File: src/rtl/nand_serial_alu.sv
// Bit-serial logic unit: one shared NAND gate stepped through per-opcode recipes,
// LSB-first, one NAND evaluation per clock, with valid/ready on both sides.

module nand_gate (
    input  logic a,
    input  logic b,
    output logic y
);
    assign y = ~(a & b);
endmodule

module nand_serial_alu #(
    parameter int WIDTH = 16
) (
    input  logic             clk,
    input  logic             rst_n,
    input  logic             in_valid,
    output logic             in_ready,
    input  logic [2:0]       op,
    input  logic [WIDTH-1:0] a,
    input  logic [WIDTH-1:0] b,
    output logic             out_valid,
    input  logic             out_ready,
    output logic [WIDTH-1:0] out,
    output logic             err
);
    localparam int BIT_W = (WIDTH > 1) ? $clog2(WIDTH) : 1;

    localparam logic [2:0] OP_NAND = 3'd0;
    localparam logic [2:0] OP_NOT  = 3'd1;
    localparam logic [2:0] OP_AND  = 3'd2;
    localparam logic [2:0] OP_OR   = 3'd3;
    localparam logic [2:0] OP_XOR  = 3'd4;

    typedef enum logic [1:0] {IDLE, RUN, DONE} state_t;
    typedef enum logic [2:0] {SRC_A, SRC_B, SRC_T, SRC_X, SRC_Y} src_t;
    typedef enum logic [1:0] {DST_T, DST_X, DST_Y, DST_OUT} dst_t;

    state_t           state, state_next;
    logic [WIDTH-1:0] a_q, b_q;
    logic [2:0]       op_q;
    logic [BIT_W-1:0] bit_idx;
    logic [1:0]       step;
    logic             t_q, x_q, y_q;
    src_t             src0, src1;
    dst_t             dst;
    logic             gate_in0, gate_in1, gate_out;
    logic             accept, legal_op, last_bit, last_step;

    assign accept    = in_valid && in_ready;
    assign legal_op  = (op <= OP_XOR);
    assign last_bit  = (bit_idx == BIT_W'(WIDTH - 1));
    assign last_step = (dst == DST_OUT);

    function automatic logic pick(src_t s, logic ab, logic bb, logic t, logic x, logic y);
        case (s)
            SRC_A:   return ab;
            SRC_B:   return bb;
            SRC_T:   return t;
            SRC_X:   return x;
            default: return y;
        endcase
    endfunction

    // Recipe table: which operands feed the gate at this step and where the result lands.
    // NOTE: every always_comb output gets a default first so no path infers a latch.
    always_comb begin
        src0 = SRC_A;
        src1 = SRC_B;
        dst  = DST_OUT;
        case (op_q)
            OP_NOT: src1 = SRC_A;
            OP_AND: begin
                if (step == 2'd0) dst = DST_T;
                else begin
                    src0 = SRC_T;
                    src1 = SRC_T;
                end
            end
            OP_OR: begin
                case (step)
                    2'd0:    begin src1 = SRC_A; dst = DST_X; end
                    2'd1:    begin src0 = SRC_B; dst = DST_Y; end
                    default: begin src0 = SRC_X; src1 = SRC_Y; end
                endcase
            end
            OP_XOR: begin
                case (step)
                    2'd0:    dst = DST_T;
                    2'd1:    begin src1 = SRC_T; dst = DST_X; end
                    2'd2:    begin src0 = SRC_B; src1 = SRC_T; dst = DST_Y; end
                    default: begin src0 = SRC_X; src1 = SRC_Y; end
                endcase
            end
            default: ;
        endcase
    end

    assign gate_in0 = pick(src0, a_q[bit_idx], b_q[bit_idx], t_q, x_q, y_q);
    assign gate_in1 = pick(src1, a_q[bit_idx], b_q[bit_idx], t_q, x_q, y_q);

    nand_gate u_nand (
        .a (gate_in0),
        .b (gate_in1),
        .y (gate_out)
    );

    // NOTE: sequential state uses non-blocking assignments so all flops update together.
    always_ff @(posedge clk or negedge rst_n) begin
        if (!rst_n) state <= IDLE;
        else        state <= state_next;
    end

    always_comb begin
        state_next = state;
        in_ready   = 1'b0;
        out_valid  = 1'b0;
        case (state)
            IDLE: begin
                in_ready = 1'b1;
                if (in_valid) state_next = legal_op ? RUN : DONE;
            end
            RUN:  if (last_step && last_bit) state_next = DONE;
            DONE: begin
                out_valid = 1'b1;
                if (out_ready) state_next = IDLE;
            end
            default: state_next = IDLE;
        endcase
    end

    always_ff @(posedge clk or negedge rst_n) begin
        if (!rst_n) begin
            a_q     <= '0;
            b_q     <= '0;
            op_q    <= '0;
            bit_idx <= '0;
            step    <= '0;
            t_q     <= 1'b0;
            x_q     <= 1'b0;
            y_q     <= 1'b0;
            out     <= '0;
            err     <= 1'b0;
        end else if (accept) begin
            a_q     <= a;
            b_q     <= b;
            op_q    <= op;
            bit_idx <= '0;
            step    <= '0;
            out     <= '0;
            err     <= !legal_op;
        end else if (state == RUN) begin
            case (dst)
                DST_T:   t_q <= gate_out;
                DST_X:   x_q <= gate_out;
                DST_Y:   y_q <= gate_out;
                default: out[bit_idx] <= gate_out;
            endcase
            if (last_step) begin
                step <= '0;
                if (!last_bit) bit_idx <= bit_idx + 1'b1;
            end else begin
                step <= step + 1'b1;
            end
        end
    end
endmodule

File: config.mk
export PLATFORM = sky130hd
export DESIGN_NAME = nand_serial_alu
export DESIGN_NICKNAME = d
export VERILOG_FILES = /design/src/rtl/nand_serial_alu.sv
export SDC_FILE = /design/constraint.sdc
export NUM_CORES = 1
export LEC_CHECK = 0
export ABC_CLOCK_PERIOD_IN_PS = 5200
export BUFFER_PORTS_ARGS = -buffer_cell sky130_fd_sc_hd__buf_2
export CAP_MARGIN = 40
export CORE_MARGIN = 4
export CORE_UTILIZATION = 45
export CTS_BUF_LIST = sky130_fd_sc_hd__clkbuf_8 sky130_fd_sc_hd__clkbuf_16
export CTS_CLUSTER_SIZE = 40
export DETAILED_ROUTE_END_ITERATION = 16
export GPL_ROUTABILITY_DRIVEN = 0
export GPL_TIMING_DRIVEN = 1
export PLACE_DENSITY_LB_ADDON = 0.2
export SLEW_MARGIN = 5
export SYNTH_ARGS = -nofsm -noshare
export SYNTH_HDL_FRONTEND = slang
export SYNTH_HIERARCHICAL = 1
export SYNTH_SLANG_ARGS = --single-unit
File: constraint.sdc
create_clock -name clk -period 5.2 [get_ports clk]
set_input_delay 0.52 -clock clk [delete_from_list [all_inputs] [get_ports clk]]
set_output_delay 0.52 -clock clk [all_outputs]
set_load 0.01 [all_outputs]
==> flow_summary.toml, run 1 <==
[die]
start_util_pct = 47.5
core_area_mm2 = 0.00694
die_area_mm2 = 0.00877
io_pins = 58
num_rows = 30
dieHeight_um = 93.7
die_w_um = 93.7

[clock_network]
path_clk_slew_ns = 0.08
h-tree-depth = 3
cts_sinks = 63
cts_buffers = 9
clockRootBuffer = "clkbuf_8"
hold_buffers = 0
clock_latency_ns = 0.35
clockBufferDepth = 2
cts_tree = "built"
post_cts_buffers = 0
cts_resized = 0

[synth]
syn-num-nets = 403
syn_inst = 353
synth_top_cell_by_area = "dfrtp_1"
ys_seq_area_share_pct = 47.7
yosysWarnings = 6
synth_area_leaders = "dfrtp_1 48%, nand2_1 14%, mux2i_1 6.7%"
ys_ff_latch = 63
yosysUniqueCellTypes = 43
syn-cell-area_mm2 = 0.00330
yosys.area.top_type_share_pct = 47.7
syn_area_per_cell_um2 = 9.35

[timing]
finalHoldViolations = 0
period_share_pct = 56.3
hold_slack_ns = 0.328
slew_violations = 0
fmax_ghz = 0.342
period_minus_slack_ns = 2.93
rsz0062_at_grt = "false"
max_slew_margin_pct = 47.0
finalSetupViolCount = 0
worst_pin_slew_ns = 0.794
tns_ns = 0
skew_ns = 0.0146

[global_route]
grt_pass1_vias = 2577
grt_max_degree = 64
grt_pass1_wl_mm = 12.1
antenna_found_initial = 0
grt_use_total_pct = 17.5
grt-ovfl-total = 0

[critical_path]
crit_fanout = 15
path_class = "reg -> reg"
critPathRequiredTime_ns = 5.46
critPathLaunchType = "register"
end_kind = "register"
crit_arrival_ns = 3.18

[cells_and_area]
mostFrequentLayoutCell = "nand2_1"
nNetsFinal = 456
syn_to_final_growth_pct = 16.3
antennaDiodeCount = 0
nFillCells = 673
final_cell_mix = "127 x nand2_1, 63 x dfrtp_1, 57 x buf_2"
layout-drive-gt1-share_pct = 22.4
final_cells = 507

[detailed_routing]
drt_iter0_markers = 93
wire_per_inst_um = 14.0
antenna_left = 0
wirelength_mm = 7.12
vias_per_cell = 5.11
vias = 2590
drc = 0
firstDrtPassIters = 4

[power]
power.share.switching_pct = 41.0
ir_drop_uv = 210
switchingPower_uw = 911
clkPwrFrac_pct = 19.0
combPwrFrac_pct = 42.6
p_leak_uw = 0.00201
seq_power_share_pct = 38.4
power.density_mw_per_mm2 = 579
p_int_uw = 1310

[worst_hold_path]
min_path_type = "in -> async"

[status]
outcome = "completed"

[place]
hpwl_mm = 4.98
dp_cells = 491
port_buffers = 57

[flow_run]
cap_violations = 0
-- Yosys cell counts --
library cell    n
nand2_1       127
dfrtp_1        63
mux2i_1        22
nand3_1        16
nor2_1         12
clkbuf_1       11
ha_1           11
a21oi_1         9
inv_1           8
nor2b_1         8
o21ai_0         8
mux2_2          7
mux4_2          5
and3_1          4
a22oi_1         3
buf_1           3
a2bb2oi_1       2
and2_1          2
buf_2           2
buf_6           2
nand2b_1        2
nor3b_1         2
nor4_1          2
o221ai_1        2
o2bb2ai_1       2
a2111oi_0       1
a21o_1          1
a221oi_1        1
a22o_1          1
a22o_4          1
a311oi_1        1
a41o_1          1
mux2_4          1
nand3b_1        1
nand4_1         1
nor3_1          1
nor3_4          1
nor4b_1         1
o22ai_1         1
o31ai_1         1
o32ai_1         1
or4_4           1
xnor2_1         1
-- power by group through the flow --
stage | Combinational [uW] | Sequential, uW | Clock, uW
global route | 1070 | 885 | 453
CTS | 960 | 857 | 434
detailed placement | 955 | 866 | 0
global placement | 934 | 860 | 0
floorplan | 809 | 786 | 0
finish | 947 | 853 | 423
-- critical path, stage by stage, from the launching register on --
cell	delay (ns)
dfrtp_1	0.79
mux4_2	0.58
a2bb2oi_1	0.14
o2bb2ai_1	0.14
mux4_2	0.46
nand2_1	0.15
nand2_1	0.32
mux2i_1	0.26
-- stage by stage --
| stage | worst slack (ns) | area, um^2 | power [uW] | util (%) |
|---|---|---|---|---|
| final | 2.27 | 3840 | 2220 | 55.3 |
| after global placement | 2.32 | 3640 | 1790 | 52.5 |
| after global routing | 1.97 | 3840 | 2410 | 55.3 |
| after detailed placement | 2.19 | 3640 | 1820 | 52.5 |
| after floorplan | 2.70 | 3300 | 1590 | - |
| after CTS | 2.21 | 3840 | 2250 | 55.3 |
-- area by class of cell --
cell class	instances	area (um^2)	share of cell area, %
Multi-Input combinational cell	264	1610	41.9
Sequential cell	63	1580	41.1
Timing Repair Buffer	60	308	8.02
Clock buffer	9	124	3.23
Tap cell	96	120	3.13
Clock inverter	7	71.3	1.86
Inverter	8	30.0	0.782
-- state kept, by name, summed over array words and instances (netlist names) --
name / flops
a_q: 16
x_q: 1
op_q: 3
err: 1
b_q: 16
y_q: 1
t_q: 1
bit_idx: 4
step: 2
out: 16
state: 2
-- routing by layer --
metal	share of wire, %	wire length [um]	GRT usage, %
met5	0	0	0
met4	1.7	121	6.86
met1	48	3390	23.9
met3	4.2	300	3.77
met2	47	3320	27.5
-- path summary, 6_finish.rpt --
kind,endpoint,slack [ns],depth (start not counted),start
worst max-delay path,out[7]$_DFFE_PN0P_,2.27,7,bit_idx[0]$_DFFE_PN0P_
worst min-delay path,step[0]$_DFFE_PN0P_,0.33,2,rst_n
worst max register to register,out[7]$_DFFE_PN0P_,2.27,7,bit_idx[0]$_DFFE_PN0P_
worst min register to register,a_q[3]$_DFFE_PN0P_,0.48,2,a_q[3]$_DFFE_PN0P_
max in group asynchronous,b_q[10]$_DFFE_PN0P_,4.32,2,rst_n
min in group clk,a_q[11]$_DFFE_PN0P_,0.36,3,a[11]
-- cell families (layout without fill, tap and decap cells) --
kind of cell	after synthesis	in the layout	synth area share, %
XOR/XNOR	1	1	0.265
AO/OA/AOI/OAI	36	36	7.66
buffers and inverters	26	84	3.49
AND/OR/NAND/NOR	181	181	23.8
adder cells (fa/ha/maj)	11	11	4.17
multiplexers	35	35	12.9
flip-flops	63	63	47.7
No activity file was read; power rests on OpenSTA's default activity.
==> run 2: changes to the inputs <==
ABC_AREA = 1   (was default)
ABC_CLOCK_PERIOD_IN_PS = 2400   (was 5200)
clock period = 2.4 ns   (was 5.2 ns; I/O delays follow)
==> flow_summary.toml, run 2 <==
[timing]
hold_slack_ns = 0.112
finalHoldViolations = 0
max_slew_margin_pct = 63.2
setup_slack_ns = 0.272
fmax_ghz = 0.470
worst_pin_slew_ns = 0.551
skew_ns = 0.00879
period_minus_slack_ns = 2.13
period_share_pct = 88.7
slew_violations = 0
finalSetupViolCount = 0

[detailed_routing]
drc = 0
antenna_left = 0
wire_per_inst_um = 12.6
drt_iter0_markers = 153
firstDrtPassIters = 5
vias = 3402
vias_per_cell = 4.94
wirelength_mm = 8.67

[die]
die_area_mm2 = 0.00971
num_rows = 32
io_pins = 58
core_area_mm2 = 0.00785
dieHeight_um = 98.5
start_util_pct = 47.0
die_w_um = 98.5

[cells_and_area]
mostFrequentLayoutCell = "nand2_1"
syn_to_final_growth_pct = 20.0
largestRegisters = "a_q: 16 flops, b_q: 16 flops, out: 16 flops"
nFillCells = 781
final_cells = 688
nNetsFinal = 631
antennaDiodeCount = 0
postLayoutCellArea_mm2 = 0.00443
layout-drive-gt1-share_pct = 20.5
final_cell_mix = "187 x nand2_1, 63 x dfrtp_1, 57 x buf_2"

[synth]
synth_edf_count = 0
yosysUniqueCellTypes = 27
synthArstFlopShare_pct = 100
yosys.area.top_type_share_pct = 42.7
synth_top_cell_by_area = "dfrtp_1"
ys.flop_type = "dfrtp_1"
synth_area_leaders = "dfrtp_1 43%, nand2_1 19%, o21ai_0 6.0%"
ys_seq_area_share_pct = 42.7
ys_ff_latch = 63
syn_inst = 517
synth_common_cells = "189 x nand2_1, 63 x dfrtp_1, 57 x inv_1"
syn_area_per_cell_um2 = 7.13
yosysMostFrequentCell = "nand2_1"
syn-num-nets = 567
syn-cell-area_mm2 = 0.00369
yosysWarnings = 6

[place]
dp_cells = 668
placed_cell_area_mm2 = 0.00416
hpwl_mm = 6.03
port_buffers = 57
pre_cts_ws_ns = 0.0965

[global_route]
grt_max_degree = 71
antenna_found_initial = 0
grtUsageMet3_pct = 3.18
met1_usage_pct = 24.8
grt_pass1_wl_mm = 15.3
grt_pass1_vias = 3394
busiest_layer = "met2"
grt_use_total_pct = 18.9
gr-usage-met2_pct = 31.5
grt-ovfl-total = 0

[status]
outcome = "completed"

[worst_hold_path]
min_delay_path_depth = 3
min_path_type = "in -> reg"

[critical_path]
rr_worst_depth = 16
end_kind = "register"
critPathLaunchType = "register"
crit_arrival_ns = 2.41
crit_fanout = 18
critPathRequiredTime_ns = 2.68
path_class = "reg -> reg"

[clock_network]
cts_sinks = 63
clockBufferDepth = 2
cts_buffers = 9
h-tree-depth = 3
clockRootBuffer = "clkbuf_8"
cts_tree = "built"
path_clk_slew_ns = 0.07
clock_latency_ns = 0.34

[power]
power.density_mw_per_mm2 = 1390
p_leak_uw = 0.00239
ir_drop_uv = 545

[flow_run]
cap_violations = 0
## run 2: final timing paths
path	from	to	slack, ns
hold reg to reg	out[6]$_DFFE_PN0P_	out[6]$_DFFE_PN0P_	0.47
hold / removal	a[0]	a_q[0]$_DFFE_PN0P_	0.11
setup reg to reg	step[0]$_DFFE_PN0P_	out[4]$_DFFE_PN0P_	0.27
max in group asynchronous	rst_n	y_q$_DFFE_PN0P_	1.67
min in group asynchronous	rst_n	b_q[2]$_DFFE_PN0P_	0.44
setup / recovery	step[0]$_DFFE_PN0P_	out[4]$_DFFE_PN0P_	0.27
## run 2: repair_timing
action	4_1_cts	5_1_grt
endpoints found under the setup margin	0	15
hold endpoints to repair	63	0
resized for setup	0	12
hold buffers	1	0
buffers inserted	0	3
## run 2: cells by family after synthesis
logic type / Yosys count / synth area share [%]
DFF: 63 / 42.7
AOI/OAI and AO/OA: 51 / 7.46
buffers and inverters: 90 / 10.2
and+or+nand+nor: 300 / 35.4
xor gates and xnor gates: 2 / 0.475
adders and majority gates: 11 / 3.73
## run 2: cell type report
type | instances | area [um^2] | area share (%)
clock buffer | 10 | 138 | 3.11
multi-input combinational | 364 | 1770 | 40.0
timing repair buffer | 78 | 508 | 11.5
tap | 102 | 128 | 2.88
clock inverter | 6 | 60.1 | 1.36
inverter | 65 | 244 | 5.51
sequential | 63 | 1580 | 35.6
## run 2: per-stage QoR
| stage | total power, uW | TNS, ns | utilization [%] |
|---|---|---|---|
| floorplan | 4160 | 0 | - |
| global placement | 5100 | 0 | 53.1 |
| detailed placement | 5160 | 0 | 53.1 |
| CTS | 6120 | 0 | 55.7 |
| global route | 6780 | -0.0263 | 56.4 |
| finish | 6140 | 0 | 56.4 |
## run 2: power breakdown
group	internal [uW]	leakage, uW	total [uW]	switching [uW]
combinational	1250	0.00149	3440	2190
clock	502	0.0000981	930	428
sequential	1540	0.000803	1780	240
## run 2: per-layer routing
metal  up-vias  part of all wire (%)
met5         -                     0
met4         0                   1.2
met3        10                   4.3
met2        60                    48
met1      1558                    46
li1       1774                     -
## run 2: worst max-delay path: stages, from the launching register on
cell and delay [ns]:
dfrtp_1 0.38, inv_2 0.07, ha_1 0.22, inv_1 0.10, nand4_1 0.11, nand2_1 0.11
inv_1 0.05, o21ai_1 0.07, nor2_1 0.05, nand2_1 0.06, nand4_1 0.10, nand2_2 0.09
clkinv_1 0.09, buf_12 0.16, nor3_1 0.20, nand4_1 0.12, nand2_1 0.07
==> run 3: changes to the inputs <==
SETUP_SLACK_MARGIN = 0.02   (was default)
SYNTH_HIERARCHICAL = default   (was 1)
==> flow_summary.toml, run 3 <==
[synth]
syn_area_per_cell_um2 = 7.11
synth_edf_count = 0
ys.flop_type = "dfrtp_1"
ys_ff_latch = 63
synth_top_cell_by_area = "dfrtp_1"
yosysWarnings = 0
syn_inst = 531
synth_common_cells = "151 x nand2_1, 106 x inv_1, 63 x dfrtp_1"
yosys.area.top_type_share_pct = 41.7
yosysMostFrequentCell = "nand2_1"
synthArstFlopShare_pct = 100
ys_seq_area_share_pct = 41.7
synth_area_leaders = "dfrtp_1 42%, nand2_1 15%, inv_1 11%"
syn-num-nets = 581
yosysUniqueCellTypes = 34
syn-cell-area_mm2 = 0.00378

[clock_network]
hold_buffers = 0
cts_sinks = 63
cts_buffers = 9
clockBufferDepth = 2
clockRootBuffer = "clkbuf_8"
path_clk_slew_ns = 0.07
clock_latency_ns = 0.35
post_cts_buffers = 0
cts_tree = "built"
h-tree-depth = 3

[critical_path]
path_class = "reg -> reg"
r2r_start = "step[0]$_DFFE_PN0P_"
cp_slowest_cell = "dfrtp_1"
crit_fanout = 16
rr_worst_depth = 13
worst_path_most_repeated_cell = "nand2_1"
r2r_slack_ns = 0.30
critPathLaunchType = "register"
slowest_delay_ns = 0.42
end_kind = "register"
rr_endpoint = "y_q$_DFFE_PN0P_"
crit_arrival_ns = 2.39
critPathRequiredTime_ns = 2.69
crit_chain = "inv_1 > ha_1 > inv_1 > nand4_2 > nand2_1 > inv_1 > nand2_1 > nor2_1 > nand2_1 > nand4_4 > nand2_2 > nand2_1 > nand2_1"
startpoint = "step[0]$_DFFE_PN0P_"

[timing]
fmax_ghz = 0.475
finalHoldViolations = 0
skew_ns = 0.00711
rsz0062_at_grt = "false"
period_share_pct = 87.6
max_slew_margin_pct = 46.9
setup_slack_ns = 0.296
tns_ns = 0
finalSetupViolCount = 0
worst_pin_slew_ns = 0.796
slew_violations = 0
hold_slack_ns = 0.0575
period_minus_slack_ns = 2.10

[place]
port_buffers = 57
hpwl_mm = 5.72
pre_cts_ws_ns = 0.283

[die]
die_w_um = 99.6
start_util_pct = 46.2
num_rows = 33
dieHeight_um = 99.6
io_pins = 58
die_area_mm2 = 0.00992
core_area_mm2 = 0.00818

[cells_and_area]
mostFrequentLayoutCell = "nand2_1"
nNetsFinal = 638
largestRegisters = "a_q: 16 flops, b_q: 16 flops, out: 16 flops"
post-route-util_pct = 53.2
antennaDiodeCount = 0
final_cell_mix = "150 x nand2_1, 109 x inv_1, 63 x dfrtp_1"
layout-drive-gt1-share_pct = 18.4
syn_to_final_growth_pct = 15.2

[detailed_routing]
wire_per_inst_um = 11.5
vias_per_cell = 4.71
vias = 3290
drc = 0
firstDrtPassIters = 5
wirelength_mm = 8.03
antenna_left = 0
drt_iter0_markers = 135

[global_route]
met1_usage_pct = 21.5
gr-usage-met2_pct = 28.9
antenna_found_initial = 0
grt_pass1_wl_mm = 13.9
grtUsageMet3_pct = 3.93
grt_max_degree = 64
busiest_layer = "met2"
grt-ovfl-total = 0
grt_pass1_vias = 3166
grt_use_total_pct = 17.1

[power]
ir_drop_uv = 652
p_total_uw = 5850
power.density_mw_per_mm2 = 1340
p_leak_uw = 0.00251

[worst_hold_path]
min_path_type = "in -> async"

[flow_run]
cap_violations = 0

[status]
outcome = "completed"
## run 3: how the worst max path moves through the flow
stage / end / slack (ns) / cells past startpoint
after detailed placement: out[15]$_DFFE_PN0P_ / 0.28 / 13
after global placement: out[15]$_DFFE_PN0P_ / 0.38 / 13
after global routing: y_q$_DFFE_PN0P_ / 0.07 / 10
after floorplan: out[7]$_DFFE_PN0P_ / 0.54 / 13
final: y_q$_DFFE_PN0P_ / 0.30 / 13
after CTS: y_q$_DFFE_PN0P_ / 0.26 / 13
## run 3: cell families (layout without fill, tap and decap cells)
group / after synthesis / after routing / share of synthesized area (%)
simple gates: 256 / 256 / 30.5
buf+inv: 131 / 193 / 14.4
compound gates: 69 / 69 / 9.51
flops: 63 / 63 / 41.7
fa+ha+maj: 11 / 11 / 3.64
xor+xnor: 1 / 1 / 0.232
## run 3: layout make-up
type	count	area, um^2
clock buffer	9	124
clock inverter	7	81.3
fill	792	3820
inverter	112	423
multi-input combinational	337	1660
sequential	63	1580
tap	105	131
timing repair buffer	65	358
## run 3: repair_timing
action / in CTS / in global routing
resized for setup: 0 / 1
endpoints found under the hold margin: 0 / 0
setup endpoints to repair: 0 / 1
## run 3: critical path, delay by kind of cell (launching register included)
family	cells	cell delay, ns
fa+ha+maj	1	0.24
buf+inv	3	0.30
flops	1	0.42
simple gates	9	1.07
## run 3: per-layer routing
metal  vias up  routed length [um]
met4         0                 129
li1       1721                   -
met3        12                 359
met1      1493                3750
met5         -                   0
met2        64                3790
## run 3: through the flow
| step | instances | instance area, um^2 |
|---|---|---|
| 3_5_place_dp | 682 | 4150 |
| 2_1_floorplan | 531 | 3780 |
| 6_report | 698 | 4350 |
| 4_1_cts | 698 | 4350 |
| 3_3_place_gp | 682 | 4150 |
| 5_1_grt | 698 | 4350 |
## run 3: power breakdown
group          total [uW]  switching, uW  internal [uW]  leakage [uW]
Clock                 995            425            570      0.000117
Sequential           1780            261           1520      0.000801
Combinational        3070           2070           1010       0.00159
Total                5850           2750           3090       0.00251
